[config.mk]
export PLATFORM = sky130hd
export DESIGN_NAME = seg_scan_decoder
export DESIGN_NICKNAME = d
export VERILOG_FILES = /design/src/rtl/seg_scan_decoder.sv
export SDC_FILE = /design/constraint.sdc
export NUM_CORES = 1
export LEC_CHECK = 0
export ABC_AREA = 1
export CELL_PAD_IN_SITES_DETAIL_PLACEMENT = 0
export CELL_PAD_IN_SITES_GLOBAL_PLACEMENT = 1
export CORE_MARGIN = 1
export CORE_UTILIZATION = 38
export CTS_CLUSTER_SIZE = 40
export DETAILED_ROUTE_END_ITERATION = 10
export PLACE_DENSITY = 0.88
export SYNTH_ARGS = -nofsm -noshare
export SYNTH_HDL_FRONTEND = slang
export SYNTH_SLANG_ARGS = --single-unit
[constraint.sdc]
create_clock -name CLK -period 2.7 [get_ports CLK]
set_input_delay 0.405 -clock CLK [delete_from_list [all_inputs] [get_ports CLK]]
set_output_delay 0.405 -clock CLK [all_outputs]
set_load 0.05 [all_outputs]
[src/rtl/seg_scan_decoder.sv]
// seg_scan_decoder: monitors the multiplexed 8-digit seven-segment bus
// (active-low AN strobes, active-low CA patterns). It waits for each digit
// to settle, decodes the pattern back to a hex nibble, and reassembles the
// 32-bit display word.
// Optional build macro: SEGDEC_DP_IGNORE_EN forces the decimal point (CA[7])
// to 1 before the stability compare and decode.
module seg_scan_decoder #(
    parameter int unsigned SETTLE = 4
) (
    input  logic        CLK,
    input  logic        RST_N,
    input  logic [7:0]  AN,
    input  logic [7:0]  CA,
    output logic [31:0] value,
    output logic        valid,
    output logic [7:0]  err_mask,
    output logic        busy
);

    localparam logic [7:0] SETTLE_C  = 8'(SETTLE);
    localparam logic [7:0] SETTLE_M1 = 8'(SETTLE - 1);

    typedef enum logic [1:0] {
        IDLE,
        SETTLING,
        CAPTURED
    } state_t;

    state_t      state, state_d;
    logic [7:0]  an_q, ca_q, an_h, ca_h;
    logic [7:0]  cnt, cnt_d;
    logic        load_h, capture;
    logic [7:0]  an_n;
    logic        blank, changed;
    logic [2:0]  idx;
    logic [3:0]  nib;
    logic        nib_err;
    logic [7:0]  seen, seen_nx;
    logic [31:0] shadow_val, val_nx;
    logic [7:0]  shadow_err, err_nx;

    // Input stage: register the raw bus once
    always_ff @(posedge CLK or negedge RST_N) begin
        if (!RST_N) begin
            an_q <= '1;
            ca_q <= '1;
        end else begin
            an_q <= AN;
`ifdef SEGDEC_DP_IGNORE_EN
            ca_q <= {1'b1, CA[6:0]};
`else
            ca_q <= CA;
`endif
        end
    end

    // Input classification: one-low AN check, change detect, digit index, segment decode
    always_comb begin
        an_n    = ~an_q;
        blank   = !((an_n != '0) && ((an_n & (an_n - 8'd1)) == '0));
        changed = ({an_q, ca_q} != {an_h, ca_h});
        idx     = '0;
        for (int unsigned i = 0; i < 8; i++) begin
            if (!an_h[i]) idx = 3'(i);
        end
        nib     = '0;
        nib_err = 1'b0;
        case (ca_h)
            8'hC0: nib = 4'h0;
            8'hF9: nib = 4'h1;
            8'hA4: nib = 4'h2;
            8'hB0: nib = 4'h3;
            8'h99: nib = 4'h4;
            8'h92: nib = 4'h5;
            8'h82: nib = 4'h6;
            8'hD8: nib = 4'h7;
            8'h80: nib = 4'h8;
            8'h90: nib = 4'h9;
            8'h88: nib = 4'hA;
            8'h83: nib = 4'hB;
            8'hA7: nib = 4'hC;
            8'hA1: nib = 4'hD;
            8'h86: nib = 4'hE;
            8'h8E: nib = 4'hF;
            default: nib_err = 1'b1;
        endcase
    end

    // FSM next-state: settle counting, capture decision, held-pair reload
    always_comb begin
        state_d = state;
        cnt_d   = cnt;
        load_h  = 1'b0;
        capture = 1'b0;
        case (state)
            IDLE: begin
                if (!blank) begin
                    state_d = SETTLING;
                    cnt_d   = '0;
                    load_h  = 1'b1;
                end
            end
            SETTLING: begin
                if (changed) begin
                    load_h  = 1'b1;
                    cnt_d   = '0;
                    state_d = blank ? IDLE : SETTLING;
                end else if (cnt >= SETTLE_M1) begin
                    // capture fires on the edge where cnt reaches SETTLE
                    capture = 1'b1;
                    cnt_d   = SETTLE_C;
                    state_d = CAPTURED;
                end else begin
                    cnt_d = cnt + 8'd1;
                end
            end
            CAPTURED: begin
                if (changed) begin
                    load_h  = 1'b1;
                    cnt_d   = '0;
                    state_d = blank ? IDLE : SETTLING;
                end
            end
            default: state_d = IDLE;
        endcase
    end

    // FSM state register with held pair and settle counter
    always_ff @(posedge CLK or negedge RST_N) begin
        if (!RST_N) begin
            state <= IDLE;
            cnt   <= '0;
            an_h  <= '1;
            ca_h  <= '1;
        end else begin
            state <= state_d;
            cnt   <= cnt_d;
            if (load_h) begin
                an_h <= an_q;
                ca_h <= ca_q;
            end
        end
    end

    // Shadow frame including the digit being captured this cycle
    always_comb begin
        seen_nx            = seen | (8'd1 << idx);
        val_nx             = shadow_val;
        val_nx[{idx, 2'b00} +: 4] = nib;
        err_nx             = shadow_err;
        err_nx[idx]        = nib_err;
    end

    // Frame assembly: store captured digits, publish when all eight are seen
    always_ff @(posedge CLK or negedge RST_N) begin
        if (!RST_N) begin
            shadow_val <= '0;
            shadow_err <= '0;
            seen       <= '0;
            value      <= '0;
            err_mask   <= '0;
            valid      <= 1'b0;
        end else begin
            valid <= 1'b0;
            if (capture) begin
                shadow_val <= val_nx;
                shadow_err <= err_nx;
                if (seen_nx == 8'hFF) begin
                    value    <= val_nx;
                    err_mask <= err_nx;
                    valid    <= 1'b1;
                    seen     <= '0;
                end else begin
                    seen <= seen_nx;
                end
            end
        end
    end

    assign busy = (seen != '0);

endmodule

==> results <==
- In this run the worst hold path is classified as input port to async pin.
- Of the post-synthesis cell area, the part taken by muxes is 0.
- For this run, asynchronously set or reset flops after synthesis account for 1.00.
- Summing internal, switching and leakage power gives 0.00663 W.
- The adder and majority cell fraction of the synthesized area is 0.0224.
- At the end of routability-driven placement, the weighted congestion stood at 0.807.
- Of the post-synthesis cell area, the dominant cell type holds 0.370.
- The maximum fanout along the worst path is 14.
- Data arrives at the worst endpoint at 2.82 ns.
- For this configuration, the core starts out at a cell density of 0.388.
- The area of the mapped netlist is 0.00670 sq mm.
- The via total after detailed routing is 5,835.
- The top achievable clock speed is 400 MHz.
- On the critical path, the stage with the largest delay is an instance of dfstp_2.
- IR analysis of the VDD net gives a maximum drop of 0.000527 V.
- Averaged over all synthesized cells, the footprint is 7.39 sq um.
- The clock tree from TritonCTS is done.
- The number of cells traversed by the worst register-to-register path is 20.
- The buffer cell driving the clock tree root is clkbuf_16.
- The I/O pin count is 60.
- The combined buffer and inverter count along the critical path is 4.
- After detailed routing, the total wire length is 15,800 microns.
- In this run the vertical extent of the chip is 135 microns.
- The floorplan core area is 0.0172 sq mm.
- The final setup skew is 0.00591 ns.
- After synthesis, the largest family of logic cells by area is simple AND/OR/NAND/NOR gates.
- For this run, the leading register cell type out of synthesis is dfrtp_1.
- The longest clock path from root to sink contains 2 buffers.
- After synthesis, the most frequently instantiated cells are nand2_1 (402), dfrtp_1 (99), inv_1 (97).
- The max-cap check violation count is 0.
- For this run, the post-layout net count is 1,023.
- The remaining antenna violation count after routing is 0.
- Power spread over the standard cell area amounts to 783 mW/mm^2.
- Synthesis produced a netlist with a net count of 936.
- The initialized floorplan defines 48 standard-cell rows.
- The number of max-slew violations in the final report is 0.
- Of all cell types, the one taking the most synthesized area is dfrtp_1.
- The number of DRC markers after the initial detailed-route iteration is 296.
- The number of antenna repair diodes is 0.
- The static leakage is 4.52 nW.
- The internal power of the cells totals 0.00436 W.
- The number of endpoints with negative hold slack in the final report was 0.
- The count of distinct cell types in the synthesized netlist is 30.
- The data required time of the critical path is 3.01 ns.
- The most frequent cell after synthesis is nand2_1.
- The area growth from synthesis to layout is 26.3%.
- Dividing the detail-routed via count by the number of cells gives 4.74.
- The later pin in the worst-skew pair is clocked with a latency of 0.43 ns.
- The compound-cell area share of the yosys netlist is 0.0445.
- Summed over all nets, the switching power comes to 0.00227 W.
- Detailed placement ended at an HPWL of 11,000 microns.
- The proportion of total power due to net switching is 0.342.
- The TritonCTS buffer count is 17.
- Entering global routing, the biggest net connects 50 pins.
- On the final layout, the worst hold slack is 0.00866 ns.
- The xor/xnor share of the synthesized area is 0.00131.
- Setup violations remaining at the end of the flow were counted as 0.
- The relative slew slack is 0.561.
- The simple-gate share of the synthesized area is 0.354.
- In this run the critical register-to-register path is launched from an_h[1].
- The first detailed-routing pass took 5 iterations.
- The first global-routing pass estimated 26,500 microns of wire.
- The worst setup path is launched from a flop.
- The flow ran to the end, and the final reports show no timing, DRC or antenna violations.
- The wire length per cell after detailed routing is 12.8 microns.
- The share of synthesized area occupied by flip-flops and latches is 0.496.
- In the final layout, the share of cells above drive strength 1 is 0.127.
- Across all register-to-register paths, the minimum setup slack is 0.20 ns.
- Walking the worst path, the cells encountered are inv_1 -> nand2_1 -> nand2_1 -> nand2_1 -> nand2_1 -> nand2_2 -> nand2_4 -> inv_4 -> ha_4 -> ha_4 -> nor2_1 -> nor2_1 -> nand2_1 -> nor2_2 -> nand3b_4 -> nor2_8 -> inv_4 -> clkbuf_16 -> nand2_1 -> nand2_1.
- The number of antenna violations at the first check in global routing is 0.
- By area the synthesized netlist is led by dfrtp_1 (37%), nand2_1 (23%), dfstp_2 (13%).
- The die covers 0.0182 sq mm.
- After technology mapping, the gate count stands at 906.
- The classification of the worst setup path is flop to flop.
- The via count of the first global-routing pass is 5,450.
- The deepest level of the CTS H-tree is 4.
- The power share of the clock group is 0.363.
- The combined global-route utilization of all metal layers is 0.185.
- For this design, the sink count on the clock tree is 131.
- Counting flops with a built-in enable in the synthesized netlist gives 0.
- The final critical path time including I/O delays and setup is 2.50 ns.
- The transition at the pin with the smallest max-transition slack is 0.658 ns.
- For this run, the slowest stage of the critical path takes 0.54 ns.
- During placement, the flow inserted port buffers numbering 59.
- The cell seen most often among critical-path stages is nand2_1.
- For this design, the CTS-stage hold fixing added 0 buffers.
- The number of warnings printed during yosys synthesis is 0.
- The destination of the worst register-to-register timing path is value[25].
- The sequential power share is 0.361.
- The DRC violation count after routing is 0.
- The portion of total power attributed to combinational logic is 0.276.
- The type of destination of the critical path is a flop.
- Of the available clock period, the critical path in the final layout requires 0.927.
- For this run the aggregate overflow at the end of global routing stands at 0.
- In this run, synthesis produced a sequential element count of 131.
- Clock-pin slew was measured on the worst setup and hold paths at 0.06 ns.
- The die is 135 microns wide.
- The gate family responsible for the most delay along the worst path is simple AND/OR/NAND/NOR gates.
==> power by group through the flow <==
stage          Combinational (W)  Clock, W  Sequential (W)
6_report                 0.00183   0.00241         0.00239
4_1_cts                  0.00170   0.00245         0.00239
5_1_grt                  0.00209   0.00254         0.00242
3_5_place_dp             0.00169         0         0.00242
3_3_place_gp             0.00167         0         0.00242
2_1_floorplan            0.00123         0         0.00233
==> how the worst max path moves through the flow <==
stage                           endpoint  depth (start not counted)  startpoint  slack, ns
after floorplan              err_mask[0]                         18     an_h[2]       0.05
after global placement         value[31]                         17     an_h[2]      -0.01
after detailed placement       value[23]                         17     an_h[2]      -0.05
after CTS                 shadow_val[17]                         14     an_h[2]      0.009
after global routing         err_mask[7]                         20     an_h[1]      -0.01
final                          value[25]                         20     an_h[1]       0.20
==> metrics by stage <==
step                instance area [sq um]  setup WS (ns)  utilization  cells  TNS [ns]
detailed placement                   7670        -0.0455        0.445   1195    -0.504
global route                         8460       -0.00983        0.491   1231   -0.0158
finish                               8460          0.197        0.491   1231         0
global placement                     7670       -0.00953        0.445   1195   -0.0251
floorplan                            6700         0.0483            -    906         0
CTS                                  8310        0.00858        0.482   1227         0
==> state kept, by name, summed over array words and instances, names as in the netlist <==
register	flops
an_h	8
an_q	8
ca_h	8
ca_q	8
cnt	8
err_mask	8
seen	8
shadow_err	8
shadow_val	32
state	2
valid	1
value	32
==> layout make-up <==
class / count / area, sq um
clock buffers: 20 / 467
multi-input cells: 646 / 2920
well taps: 225 / 282
fillers: 1644 / 8780
inverters: 103 / 392
clock inverters: 12 / 155
flip-flops and latches: 131 / 3320
repair buffers: 94 / 921
==> repair_timing <==
| item | in CTS | in global routing |
|---|---|---|
| cloned | 0 | 1 |
| pin swaps | 0 | 3 |
| resized for setup | 7 | 26 |
| setup buffers | 0 | 3 |
| setup endpoints to repair | 42 | 74 |
==> placed cells by master, fill, tap and decap left out, types with 2 or more instances in the layout <==
master / n
inv_4: 2
o21ai_2: 2
nor2_1: 62
nor3_1: 4
nand4_1: 12
clkinv_2: 3
a21oi_1: 2
clkbuf_8: 3
ha_4: 5
clkdlybuf4s50_1: 58
clkinv_4: 4
bufinv_16: 3
nand3_1: 81
inv_2: 6
nor4_1: 2
clkinvlp_4: 2
nand2_1: 400
nand2_2: 2
buf_6: 2
o21ai_1: 13
buf_12: 3
ha_1: 6
dfrtp_1: 99
dfstp_2: 32
inv_1: 95
buf_4: 29
o21ai_0: 41
nor2_2: 2
clkbuf_16: 18
nor2_4: 2
==> layer usage <==
metal  track usage  wire (microns)  vias up
li1              -               -     2991
met1         0.251            7500     2728
met2         0.292            7500       96
met3        0.0379             566       20
met4        0.0655             242        0
met5             0               0        -
==> kinds of logic (layout without fill, tap and decap cells) <==
kind of cell | Yosys count | in the layout
simple gates | 574 | 574
flops | 131 | 131
buf+inv | 129 | 229
compound gates | 59 | 59
fa+ha+maj | 12 | 12
xor+xnor | 1 | 1
Power figures use the tool's default switching activity.
==> edit 1, RTL diff (same settings) <==
The option `SEGDEC_DP_IGNORE_EN` is turned on by a define.
--- a/src/rtl/seg_scan_decoder.sv
+++ b/src/rtl/seg_scan_decoder.sv
@@ -5,4 +5,6 @@
 // Optional build macro: SEGDEC_DP_IGNORE_EN forces the decimal point (CA[7])
 // to 1 before the stability compare and decode.
+`define SEGDEC_DP_IGNORE_EN
+
 module seg_scan_decoder #(
     parameter int unsigned SETTLE = 4
Behaviour: not the same (Yosys sat finds a counterexample within 10 cycles, from zero or initial values and one cycle with RST_N low).
==> edit 1 against the unedited design <==
Combinational power is 15% higher. Synthesized area fell by 1.6%. Utilization grew 2.1 points. Cell area is 1.3% higher. Sequential cell count shrank 2. Cell count fell by 1.1%. Wire length down 5.2%. Setup slack worse by 0.086 ns. Power is 1.0% higher. Die area fell by 1.5%. Critical path depth fell by 2. Clock skew grew 0.0031 ns.
==> edit 1: results (changes against the unedited design) <==
Pleak: 4.45 nW (was 4.52 nW)
Total GRT Usage: 0.178 (was 0.185)
sequential share of the synthesized area: 0.496 (about the same)
Worst Path Arrival: 2.95 ns (was 2.82 ns)
fraction of layout cells with a size suffix above 1: 0.156 (was 0.127)
starting DRC count in detailed routing: 430 (was 296)
number of cells on the worst reg-to-reg path: 18 (was 20)
buffers added on ports: 58 (was 59)
PostCTS Resize Cnt: 0 (was 7)
Post-CTS Hold Fix Bufs: 1 (was 0)
DR vias/cell: 4.66 (was 4.74)
wire length of the first global-routing pass: 25200 um (was 26500 um)
peak ir drop on the vdd network: 0.493 mV (was 0.527 mV)
outcome: completed (unchanged)
switching part of the total power: 0.364 (was 0.342)
list of most frequent post-synthesis cells: sky130_fd_sc_hd__nand2_1, sky130_fd_sc_hd__dfrtp_1, sky130_fd_sc_hd__nand3_1, sky130_fd_sc_hd__inv_1, sky130_fd_sc_hd__nor2_1 (was sky130_fd_sc_hd__nand2_1, sky130_fd_sc_hd__dfrtp_1, sky130_fd_sc_hd__inv_1, sky130_fd_sc_hd__nand3_1, sky130_fd_sc_hd__nor2_1)
path class of the lowest-slack min-delay path: in2reg (was in2async)
clock network fraction of design power: 0.333 (was 0.363)
largest registers: shadow_val (32), value (32) (unchanged)
endpoint of the most critical setup path: value[4] (was value[25])
H-tree level count: 4 (unchanged)
cell types occupying the most area after synthesis: sky130_fd_sc_hd__dfrtp_1, sky130_fd_sc_hd__nand2_1, sky130_fd_sc_hd__dfstp_2, sky130_fd_sc_hd__nand3_1, sky130_fd_sc_hd__inv_1 (unchanged)
number of unique standard cell types used by synthesis: 32 (was 30)
Adder-Cell Fraction of Synth Area: 0.0228 (was 0.0224)
share of power burned in registers: 0.353 (was 0.361)
Final Net Count: 1015 (was 1023)
number of filler instances in the final layout: 1630 (was 1644)
net count after synthesis: 923 (was 936)
via count of the first global-routing pass: 5297 (was 5450)
Max Clock Skew: 0.00897 ns (was 0.00591 ns)
half-perimeter wire length after placement: 10100 um (was 11000 um)
mean routed wirelength per cell: 12.3 um (was 12.8 um)
largest fanout on the critical path: 5 (was 14)
area fraction in compound gates after synthesis: 0.0317 (was 0.0445)
pin count of the biggest net entering global routing: 53 (was 50)
relative slew slack: 0.617 (was 0.561)
instance area after placement: 7580 sq um (was 7670 sq um)
## edit 1: layer usage
metal  vias up  GRT usage  part of all wire
li1       2968          -                 -
met4         0     0.0707             0.016
met5         -          0                 0
met2        93      0.265              0.44
met1      2601      0.255              0.51
met3        15     0.0323             0.035
## edit 1: per-stage QoR
step / setup TNS (ns) / hold WS, ns / total power, mW / instances / setup WS (ns)
after floorplan: 0 / 0.109 / 3.63 / 893 / 0.166
after global placement: 0 / 0.394 / 4.20 / 1173 / 0.109
after detailed placement: 0 / 0.394 / 4.22 / 1173 / 0.108
after CTS: 0 / 0.375 / 6.47 / 1206 / 0.0904
after global routing: -2.84 / 0.375 / 7.14 / 1218 / -0.108
final: 0 / 0.388 / 6.69 / 1218 / 0.112
## edit 1: layout make-up
type                            count  area, sq um  share of cell area
Sequential cell                   129         3270               0.381
Multi-Input combinational cell    647         3100               0.362
Timing Repair Buffer               97         1000               0.117
Clock buffer                       22          464              0.0542
Inverter                           93          349              0.0407
Tap cell                          220          275              0.0321
Clock inverter                     10          110              0.0129
==> edit 2, RTL diff (same settings) <==
Made on the original files. Register the input `AN` before use, cleared by the reset. The logic sees it one clock later. The other inputs are not delayed to match.
--- a/src/rtl/seg_scan_decoder.sv
+++ b/src/rtl/seg_scan_decoder.sv
@@ -27,4 +27,14 @@
     } state_t;
 
+    logic [7:0] AN_q;
+
+    always_ff @(posedge CLK or negedge RST_N) begin
+        if (!RST_N) begin
+            AN_q <= '0;
+        end else begin
+            AN_q <= AN;
+        end
+    end
+
     state_t      state, state_d;
     logic [7:0]  an_q, ca_q, an_h, ca_h;
@@ -46,5 +56,5 @@
             ca_q <= '1;
         end else begin
-            an_q <= AN;
+            an_q <= AN_q;
 `ifdef SEGDEC_DP_IGNORE_EN
             ca_q <= {1'b1, CA[6:0]};
Behaviour: not the same (a bounded check fails within 10 cycles, from zero or initial values and one cycle with RST_N low).
==> edit 2 against the unedited design <==
Cell area increased by 3.2%. Power increased by 6.2%. Wire length decreased by 0.87%. Critical path depth decreased by 4. Hold slack improved by 0.34 ns. Combinational power increased by 5%. Sequential cell count increased by 8. Fmax decreased by 0.33%. Synthesized area increased by 3.3%. Global-route usage decreased by 0.26 points. Setup slack got worse by 0.0082 ns. Critical endpoint is now value[26]. Largest cell class unchanged. Highest routed layer unchanged.
==> edit 2: results (changes against the unedited design) <==
wire length of the first global-routing pass: 26300 um (was 26500 um)
Total GRT Usage: 0.182 (was 0.185)
multiplexer fraction of the synthesized cell area: 0 (unchanged)
final wirelength: 15700 um (was 15800 um)
router iterations before antenna repair: 5 (unchanged)
area fraction in compound gates after synthesis: 0.0384 (was 0.0445)
clk_lat worst skew: 0.43 ns (about the same)
Yosys warnings: 0 (unchanged)
largest fanout on the critical path: 34 (was 14)
buffers added on ports: 59 (unchanged)
Final Net Count: 1039 (was 1023)
via count of the first global-routing pass: 5522 (was 5450)
share of synthesized registers carrying an async set or reset: 1.00 (unchanged)
number of filler instances in the final layout: 1685 (was 1644)
net count after synthesis: 949 (was 936)
Antenna Diode Count: 0 (unchanged)
path class of the lowest-slack min-delay path: reg2reg (was in2async)
number of unique standard cell types used by synthesis: 26 (was 30)
cell types occupying the most area after synthesis: sky130_fd_sc_hd__dfrtp_1, sky130_fd_sc_hd__nand2_1, sky130_fd_sc_hd__dfstp_2, sky130_fd_sc_hd__nand3_1, sky130_fd_sc_hd__inv_1 (unchanged)
final RePlAce weighted congestion: 0.811 (was 0.807)
starting DRC count in detailed routing: 476 (was 296)
outcome: completed (unchanged)
measured slew at the worst slew-check pin: 0.620 ns (was 0.658 ns)
Pleak: 4.57 nW (was 4.52 nW)
DR vias/cell: 4.71 (was 4.74)
pin count of the biggest net entering global routing: 58 (was 50)
fraction of synthesized cell area in xor and xnor cells: 0.00127 (was 0.00131)
Reg clk slew, reported paths: 0.06 ns (about the same)
TritonCTS Buffers: 17 (unchanged)
Adder-Cell Fraction of Synth Area: 0.0199 (was 0.0224)
half-perimeter wire length after placement: 11100 um (was 11000 um)
H-tree level count: 4 (unchanged)
most area-hungry cell type in the Yosys netlist: sky130_fd_sc_hd__dfrtp_1 (unchanged)
Switching Power: 2.34 mW (was 2.27 mW)
Max Clock Skew: 0.0123 ns (was 0.00591 ns)
antenna violations before repair: 0 (unchanged)
clock root cell: sky130_fd_sc_hd__clkbuf_16 (unchanged)
largest registers: shadow_val (32), value (32) (unchanged)
peak ir drop on the vdd network: 0.524 mV (was 0.527 mV)
Largest stage delay, worst path: 0.60 ns (was 0.54 ns)
sequential share of the synthesized area: 0.509 (was 0.496)
fraction of layout cells with a size suffix above 1: 0.134 (was 0.127)
list of most frequent post-synthesis cells: sky130_fd_sc_hd__nand2_1, sky130_fd_sc_hd__dfrtp_1, sky130_fd_sc_hd__inv_1, sky130_fd_sc_hd__nand3_1, sky130_fd_sc_hd__nor2_1 (unchanged)
clock buffer depth: 2 (unchanged)
delay-heaviest family, CP: simple AND/OR/NAND/NOR gates (unchanged)
[edit 2: cell types whose count changed after synthesis, sizes merged, moves of 4 or more]
cell | unedited run | this run
a21oi | 2 | 9
dfrtp | 99 | 107
nand2 | 403 | 412
nor3 | 5 | 9
o21ai | 56 | 44
[edit 2: per-stage QoR]
stage | std cells | area (sq um) | TNS, ns | setup WS [ns]
6_report | 1248 | 8730 | 0 | 0.189
5_1_grt | 1248 | 8730 | -0.0418 | -0.0175
4_1_cts | 1244 | 8600 | 0 | 0.0418
3_5_place_dp | 1211 | 7930 | 0 | 0.00913
3_3_place_gp | 1211 | 7930 | 0 | 0.0643
2_1_floorplan | 920 | 6910 | 0 | 0.0603
[edit 2: power by group through the flow]
stage                     clock (mW)  combinational (mW)  sequential [mW]
after floorplan                    0                1.25             2.51
final                           2.58                1.92             2.54
after detailed placement           0                1.75             2.58
after global placement             0                1.74             2.57
after global routing            2.72                2.20             2.56
after CTS                       2.63                1.77             2.54
[edit 2: worst register-to-register path: cells and delay by family (launching register included)]
family	cells	cell delay [ns]
flip-flops	1	0.60
buffers and inverters	5	0.54
AO/OA/AOI/OAI	1	0.15
AND/OR/NAND/NOR	8	0.78
adder cells (fa/ha/maj)	2	0.32
[edit 2: area by class of cell]
type / count / area [sq um] / area share
Timing Repair Buffer: 96 / 942 / 0.108
Tap cell: 225 / 282 / 0.0323
Sequential cell: 139 / 3520 / 0.403
Multi-Input combinational cell: 656 / 2960 / 0.339
Clock buffer: 21 / 460 / 0.0528
Clock inverter: 11 / 191 / 0.0219
Inverter: 100 / 375 / 0.0430
[edit 2: final timing paths]
check,startpoint,endpoint,slack [ns],cells after the start
setup / recovery,an_h[6],value[26],0.19,16
hold reg to reg,AN_q[3],an_q[3],0.35,0
min in group asynchronous,RST_N,AN_q[0],0.50,2
max in group asynchronous,RST_N,ca_h[2],1.45,3
setup reg to reg,an_h[6],value[26],0.19,16
hold / removal,AN_q[3],an_q[3],0.35,0
[edit 2: logic make-up after synthesis]
kind of cell             count (synthesis)
adder cells (fa/ha/maj)                 11
flip-flops                             139
XOR/XNOR                                 1
AO/OA/AOI/OAI                           53
AND/OR/NAND/NOR                        591
buffers and inverters                  125
[edit 2: metal layers]
layer | wire [um] | vias to the layer above | share of wire | global-route usage
li1 | - | 3044 | - | -
met1 | 7850 | 2697 | 0.50 | 0.252
met2 | 6990 | 118 | 0.45 | 0.280
met3 | 601 | 19 | 0.038 | 0.0411
met4 | 235 | 0 | 0.015 | 0.0641
met5 | 0 | - | 0 | 0
[edit 2: repair_timing]
item / CTS / global route
pin swaps: 1 / 2
endpoints found under the setup margin: 5 / 72
gates cloned: 0 / 0
setup buffers: 0 / 4
hold endpoints to repair: 42 / 0
hold buffers: 1 / 0
resized for setup: 1 / 21
